## src/rtl/clk_div_pkg.sv

```systemverilog
// Shared types and clamp helpers for the programmable clock-enable divider.
package clk_div_pkg;

    typedef enum logic {
        IDLE = 1'b0,
        RUN  = 1'b1
    } div_state_t;

    // Helpers work on a wide container so any field width up to 64 bits fits.
    localparam int CLAMP_W = 64;

    // A zero period is meaningless, so the smallest legal period is one cycle.
    function automatic logic [CLAMP_W-1:0] clamp_div(input logic [CLAMP_W-1:0] div);
        if (div == '0) begin
            return {{(CLAMP_W-1){1'b0}}, 1'b1};
        end
        return div;
    endfunction

    // High time can never exceed the (already clamped) period.
    function automatic logic [CLAMP_W-1:0] clamp_high(input logic [CLAMP_W-1:0] high,
                                                      input logic [CLAMP_W-1:0] div);
        if (high > div) begin
            return div;
        end
        return high;
    endfunction

endpackage

```

## src/rtl/clk_div_prog.sv

```systemverilog
// Runtime-programmable clock-enable divider with shadowed configuration that
// is only applied at period boundaries (or immediately while idle).
module clk_div_prog
    import clk_div_pkg::*;
#(
    parameter int WIDTH        = 16,
    parameter int DEFAULT_DIV  = 5,
    parameter int DEFAULT_HIGH = 3
) (
    input  logic             clk,
    input  logic             reset_n,
    input  logic             en,
    input  logic             resync,
    input  logic             cfg_valid,
    output logic             cfg_ready,
    input  logic [WIDTH-1:0] cfg_div,
    input  logic [WIDTH-1:0] cfg_high,
    output logic             clk_out,
    output logic             tick,
    output logic             running
);

    localparam logic [WIDTH-1:0] ONE = WIDTH'(1);

    div_state_t       state, state_nx;
    logic [WIDTH-1:0] cnt, cnt_nx;
    logic [WIDTH-1:0] active_n, active_n_nx;
    logic [WIDTH-1:0] active_h, active_h_nx;
    logic [WIDTH-1:0] shadow_n, shadow_n_nx;
    logic [WIDTH-1:0] shadow_h, shadow_h_nx;
    logic             pending, pending_nx;
    logic             clk_out_nx, tick_nx;

    logic [WIDTH-1:0] clamped_n, clamped_h;
    logic [WIDTH-1:0] eff_n, eff_h;
    logic [WIDTH-1:0] cnt_inc;
    logic             capture;

    assign cfg_ready = !pending;
    assign running   = (state == RUN);
    assign capture   = cfg_valid && !pending;
    assign cnt_inc   = cnt + ONE;

    // Clamp the requested fields on their way into the shadow registers.
    always_comb begin
        clamped_n = WIDTH'(clamp_div(CLAMP_W'(cfg_div)));
        clamped_h = WIDTH'(clamp_high(CLAMP_W'(cfg_high), CLAMP_W'(clamped_n)));
    end

    // Values that a period start would use: the shadow wins when a load is due.
    always_comb begin
        eff_n = active_n;
        eff_h = active_h;
        if (pending) begin
            eff_n = shadow_n;
            eff_h = shadow_h;
        end
    end

    // Next-state, counter, output and configuration-bookkeeping decisions.
    always_comb begin
        state_nx    = state;
        cnt_nx      = cnt;
        clk_out_nx  = clk_out;
        tick_nx     = tick;
        active_n_nx = active_n;
        active_h_nx = active_h;
        shadow_n_nx = shadow_n;
        shadow_h_nx = shadow_h;
        pending_nx  = pending;

        case (state)
            IDLE: begin
                cnt_nx     = '0;
                clk_out_nx = 1'b0;
                tick_nx    = 1'b0;
                if (pending) begin
                    active_n_nx = eff_n;
                    active_h_nx = eff_h;
                    pending_nx  = 1'b0;
                end
                if (en) begin
                    state_nx   = RUN;
                    tick_nx    = 1'b1;
                    clk_out_nx = (eff_h != '0);
                end
            end
            RUN: begin
                if (!en) begin
                    state_nx   = IDLE;
                    cnt_nx     = '0;
                    clk_out_nx = 1'b0;
                    tick_nx    = 1'b0;
                end else if (resync || (cnt == active_n - ONE)) begin
                    if (pending) begin
                        active_n_nx = eff_n;
                        active_h_nx = eff_h;
                        pending_nx  = 1'b0;
                    end
                    cnt_nx     = '0;
                    tick_nx    = 1'b1;
                    clk_out_nx = (eff_h != '0);
                end else begin
                    cnt_nx     = cnt_inc;
                    clk_out_nx = (cnt_inc < active_h);
                    tick_nx    = 1'b0;
                end
            end
            default: begin
                state_nx = IDLE;
            end
        endcase

        // A load and a capture never coincide: capture needs pending low,
        // a load needs it high.
        if (capture) begin
            shadow_n_nx = clamped_n;
            shadow_h_nx = clamped_h;
            pending_nx  = 1'b1;
        end
    end

    // State, counter, active/shadow configuration and registered outputs.
    always_ff @(posedge clk or negedge reset_n) begin
        if (!reset_n) begin
            state    <= IDLE;
            cnt      <= '0;
            clk_out  <= 1'b0;
            tick     <= 1'b0;
            active_n <= WIDTH'(DEFAULT_DIV);
            active_h <= WIDTH'(DEFAULT_HIGH);
            shadow_n <= '0;
            shadow_h <= '0;
            pending  <= 1'b0;
        end else begin
            state    <= state_nx;
            cnt      <= cnt_nx;
            clk_out  <= clk_out_nx;
            tick     <= tick_nx;
            active_n <= active_n_nx;
            active_h <= active_h_nx;
            shadow_n <= shadow_n_nx;
            shadow_h <= shadow_h_nx;
            pending  <= pending_nx;
        end
    end

endmodule
```

## config.mk

```make
export PLATFORM = sky130hd
export DESIGN_NAME = clk_div_prog
export DESIGN_NICKNAME = d
export VERILOG_FILES = /design/src/rtl/clk_div_pkg.sv /design/src/rtl/clk_div_prog.sv
export SDC_FILE = /design/constraint.sdc
export NUM_CORES = 1
export LEC_CHECK = 0
export BUFFER_PORTS_ARGS = -buffer_cell sky130_fd_sc_hd__buf_2
export CAP_MARGIN = 20
export CORE_UTILIZATION = 55
export CTS_CLUSTER_DIAMETER = 200
export DETAILED_ROUTE_END_ITERATION = 7
export PLACE_DENSITY = 0.89
export SYNTH_ARGS = -nofsm -noshare
export SYNTH_HDL_FRONTEND = slang
export SYNTH_SLANG_ARGS = --single-unit
```

## constraint.sdc

```tcl
create_clock -name clk -period 3.26 [get_ports clk]
set_input_delay 0.163 -clock clk [delete_from_list [all_inputs] [get_ports clk]]
set_output_delay 0.163 -clock clk [all_outputs]
set_load 0.01 [all_outputs]
```

==> reports/results.ini <==
[layout]
drive_above_1_share=0.210
multi_input_area_sq_um=2900
antenna_cells=0
final_cell_count_no_fill=690
seqCellArea_sq_um=2110
fin_util=0.627
synthToLayoutAreaGrowth_pct=9.75
fillers=746
final_nets=626
final_area_sq_um=5820

[grt]
grt_pass1_vias=4104
grt_pass1_wl_mm=20.4
antenna_found_initial=0
overflow=0
grt_max_degree=85
grt_use_total=0.261

[sta]
rsz0062_at_grt=no
fin_crit_sh=0.969
layout_min_cycle_time_ps=3160
setup_viol=0
finalHoldViolCount=0
maxSlewViolCount=0
holdWs_ps=56.6
worstMarginPinSlew_ps=919
fmax_mhz=317
max-slew-margin-rel=0.386
worst_clock_skew_ps=11.5

[logic_synthesis]
yosysTopAreaCell=dfrtp_1
synth_ff_type=dfrtp_1
yosys-top-cells-area=dfrtp_1, mux2_4, ha_1
syn_inst=519
seq_area_frac_synth=0.398
synth_area_sq_um=5300
syn_avg_cell_area_sq_um=10.2
ys_ff_latch=84
synth_cell_type_count=64
synth_fp_nets=589
synth_top_area_frac=0.378
ys.warnings.count=0
synth_enable_flop_cells=0
async_reset_ff_frac=1.00

[detailed_routing]
firstDrtPassIters=5
drc=0
wl_mm=12.5
vias_per_cell=6.08
dr.first_iter.drc_count=341
num_vias=4197
routedWlPerCell_um=18.1
ant_nets=0

[power_and_ir_drop]
p_per_area_nw_per_um2=666
leakagePower_nw=2.86
ir_drop_mv=0.344

[worst_setup_path]
slowest_delay_ps=540
crit_slowest_cell=dfstp_2
cp.arrival_ps=3410
crit_path_end_kind=flip-flop
worstPathRequired_ps=3510
crit_buf_inv=1
start_kind=flip-flop
critPathKind=flip-flop to flip-flop
timing.critical_path.cells=inv_1 -> ha_1 -> nor3b_4 -> or3_2 -> a211oi_2 -> o32ai_1 -> a2111o_1 -> o31a_4 -> mux2_4
critical_path.top_delay_family=compound AO/OA/AOI/OAI gates
path_max_fanout=8

[placement]
numPortBuffers=40
dpl_cell_area_sq_um=5530
dp_cells=669
hpwl_mm=9.27
place_congestion=0.946

[clock_tree]
post_cts_buffers=0
cts_tree=done
clk_latency_ps=370
cts_sinks=84
clk_path_buf_depth=2
clockRootBuffer=clkbuf_8
path_clk_slew_ps=100
htreeDepth=3
cts_buffers=9

[die]
die_w_um=100
io_pins=41
start_util=0.571
rows=35
die_h_um=100
dieArea_sq_um=10000
core_sq_um=9280

[hold_path]
hold_class=input port to flip-flop

[flow_run]
cap_violations=0

[status]
outcome=complete, no violations

-- metal layers --
layer | global-route usage | vias up | wire [um]
li1 | - | 1954 | -
met1 | 0.341 | 2032 | 5280
met2 | 0.435 | 173 | 6040
met3 | 0.0543 | 38 | 769
met4 | 0.0836 | 0 | 375
met5 | 0 | - | 0
-- layout by cell type (no fill, tap or decap), drive strengths merged, types with 3 or more instances in the layout --
master | Yosys | layout
buf | 8 | 51
xor2 | 7 | 7
mux2 | 33 | 33
a22oi | 4 | 4
o31ai | 3 | 3
o211ai | 29 | 29
nand4 | 11 | 11
a211oi | 3 | 3
nand3 | 13 | 13
and3 | 5 | 5
a21oi | 12 | 12
xnor2 | 23 | 23
nor2b | 15 | 15
ha | 33 | 33
a21o | 21 | 21
dfstp | 4 | 4
nor2 | 25 | 25
o2111ai | 5 | 5
mux2i | 3 | 3
o31a | 1 | 3
o21ai | 7 | 7
nor3 | 9 | 9
inv | 38 | 41
o21a | 3 | 3
or3 | 5 | 5
dfrtp | 80 | 80
nor3b | 3 | 3
nor4 | 12 | 12
and2b | 8 | 8
clkbuf | 21 | 9
nand2 | 46 | 46
-- per-stage QoR --
step                power [mW]  setup WS, ps  TNS, ps
floorplan                 2.71           120        0
global placement          2.97          58.9        0
detailed placement        3.07         -87.6    -2230
CTS                       3.79          53.4        0
global route              4.09          1.58        0
finish                    3.87           101        0
-- final cells by class --
class                   count  area share
multi-input cells         370       0.498
flip-flops and latches     84       0.362
repair buffers             53      0.0559
well taps                 129      0.0277
inverters                  38      0.0245
clock buffers               9      0.0213
clock inverters             7     0.00989
-- cells in the mapped netlist (all sizes together) (3+ instances only) --
library cell	number
nor3b	3
nor3	9
nand4	11
and3	5
and2b	8
nor2	25
a21o	21
o2111ai	5
inv	38
o21ai	7
buf	8
a22oi	4
or3	5
nor2b	15
mux2i	3
dfrtp	80
dfstp	4
o21a	3
nor4	12
nand3	13
xnor2	23
xor2	7
o211ai	29
a211oi	3
ha	33
a21oi	12
mux2	33
clkbuf	21
o31ai	3
nand2	46
-- worst reg2reg max path, cell delays in order (launching register included) --
cell,delay [ps]
dfstp_2,540
inv_1,40
ha_1,240
nor3b_4,180
or3_2,430
a211oi_2,180
o32ai_1,130
a2111o_1,490
o31a_4,490
mux2_4,330
-- logic make-up (layout without fill, tap and decap cells) --
| logic type | count (synthesis) | in the layout | share of synthesized area |
|---|---|---|---|
| adder cells (fa/ha/maj) | 33 | 33 | 0.0779 |
| AND/OR/NAND/NOR | 164 | 164 | 0.163 |
| XOR/XNOR | 30 | 30 | 0.0496 |
| flip-flops | 84 | 84 | 0.398 |
| multiplexers | 36 | 36 | 0.0970 |
| buffers and inverters | 67 | 107 | 0.0673 |
| AO/OA/AOI/OAI | 105 | 107 | 0.148 |
-- timing repair --
| action | 4_1_cts | 5_1_grt |
|---|---|---|
| gates cloned | 0 | 2 |
| hold buffers | 1 | 1 |
| resized for setup | 2 | 5 |
| pin swaps | 1 | 3 |
| setup endpoints to repair | 32 | 39 |
| endpoints found under the hold margin | 1 | 41 |
-- sequential cells by signal, indices dropped and copies added, names as in the netlist --
signal    cells
cnt          16
shadow_n     16
shadow_h     16
tick          1
clk_out       1
active_n     16
active_h     16
pending       1
running       1
-- final timing paths --
check / from / end / slack, ps / cells after the start
max in group asynchronous: reset_n / active_n[0] / 2440 / 3
max: active_n[0] / active_n[6] / 100 / 9
min: cfg_high[12] / shadow_h[12] / 60 / 3
max reg2reg: active_n[0] / active_n[6] / 100 / 9
min reg2reg: shadow_n[15] / shadow_n[15] / 480 / 1
min in group asynchronous: reset_n / cnt[12] / 180 / 2
-- power by group --
part           internal [mW]  leakage [nW]  switching (mW)
Combinational          0.744          1.72           0.702
Clock                  0.287        0.0881           0.419
Sequential              1.35          1.05           0.368
Total                   2.39          2.86            1.49
Power figures use the tool's default switching activity.
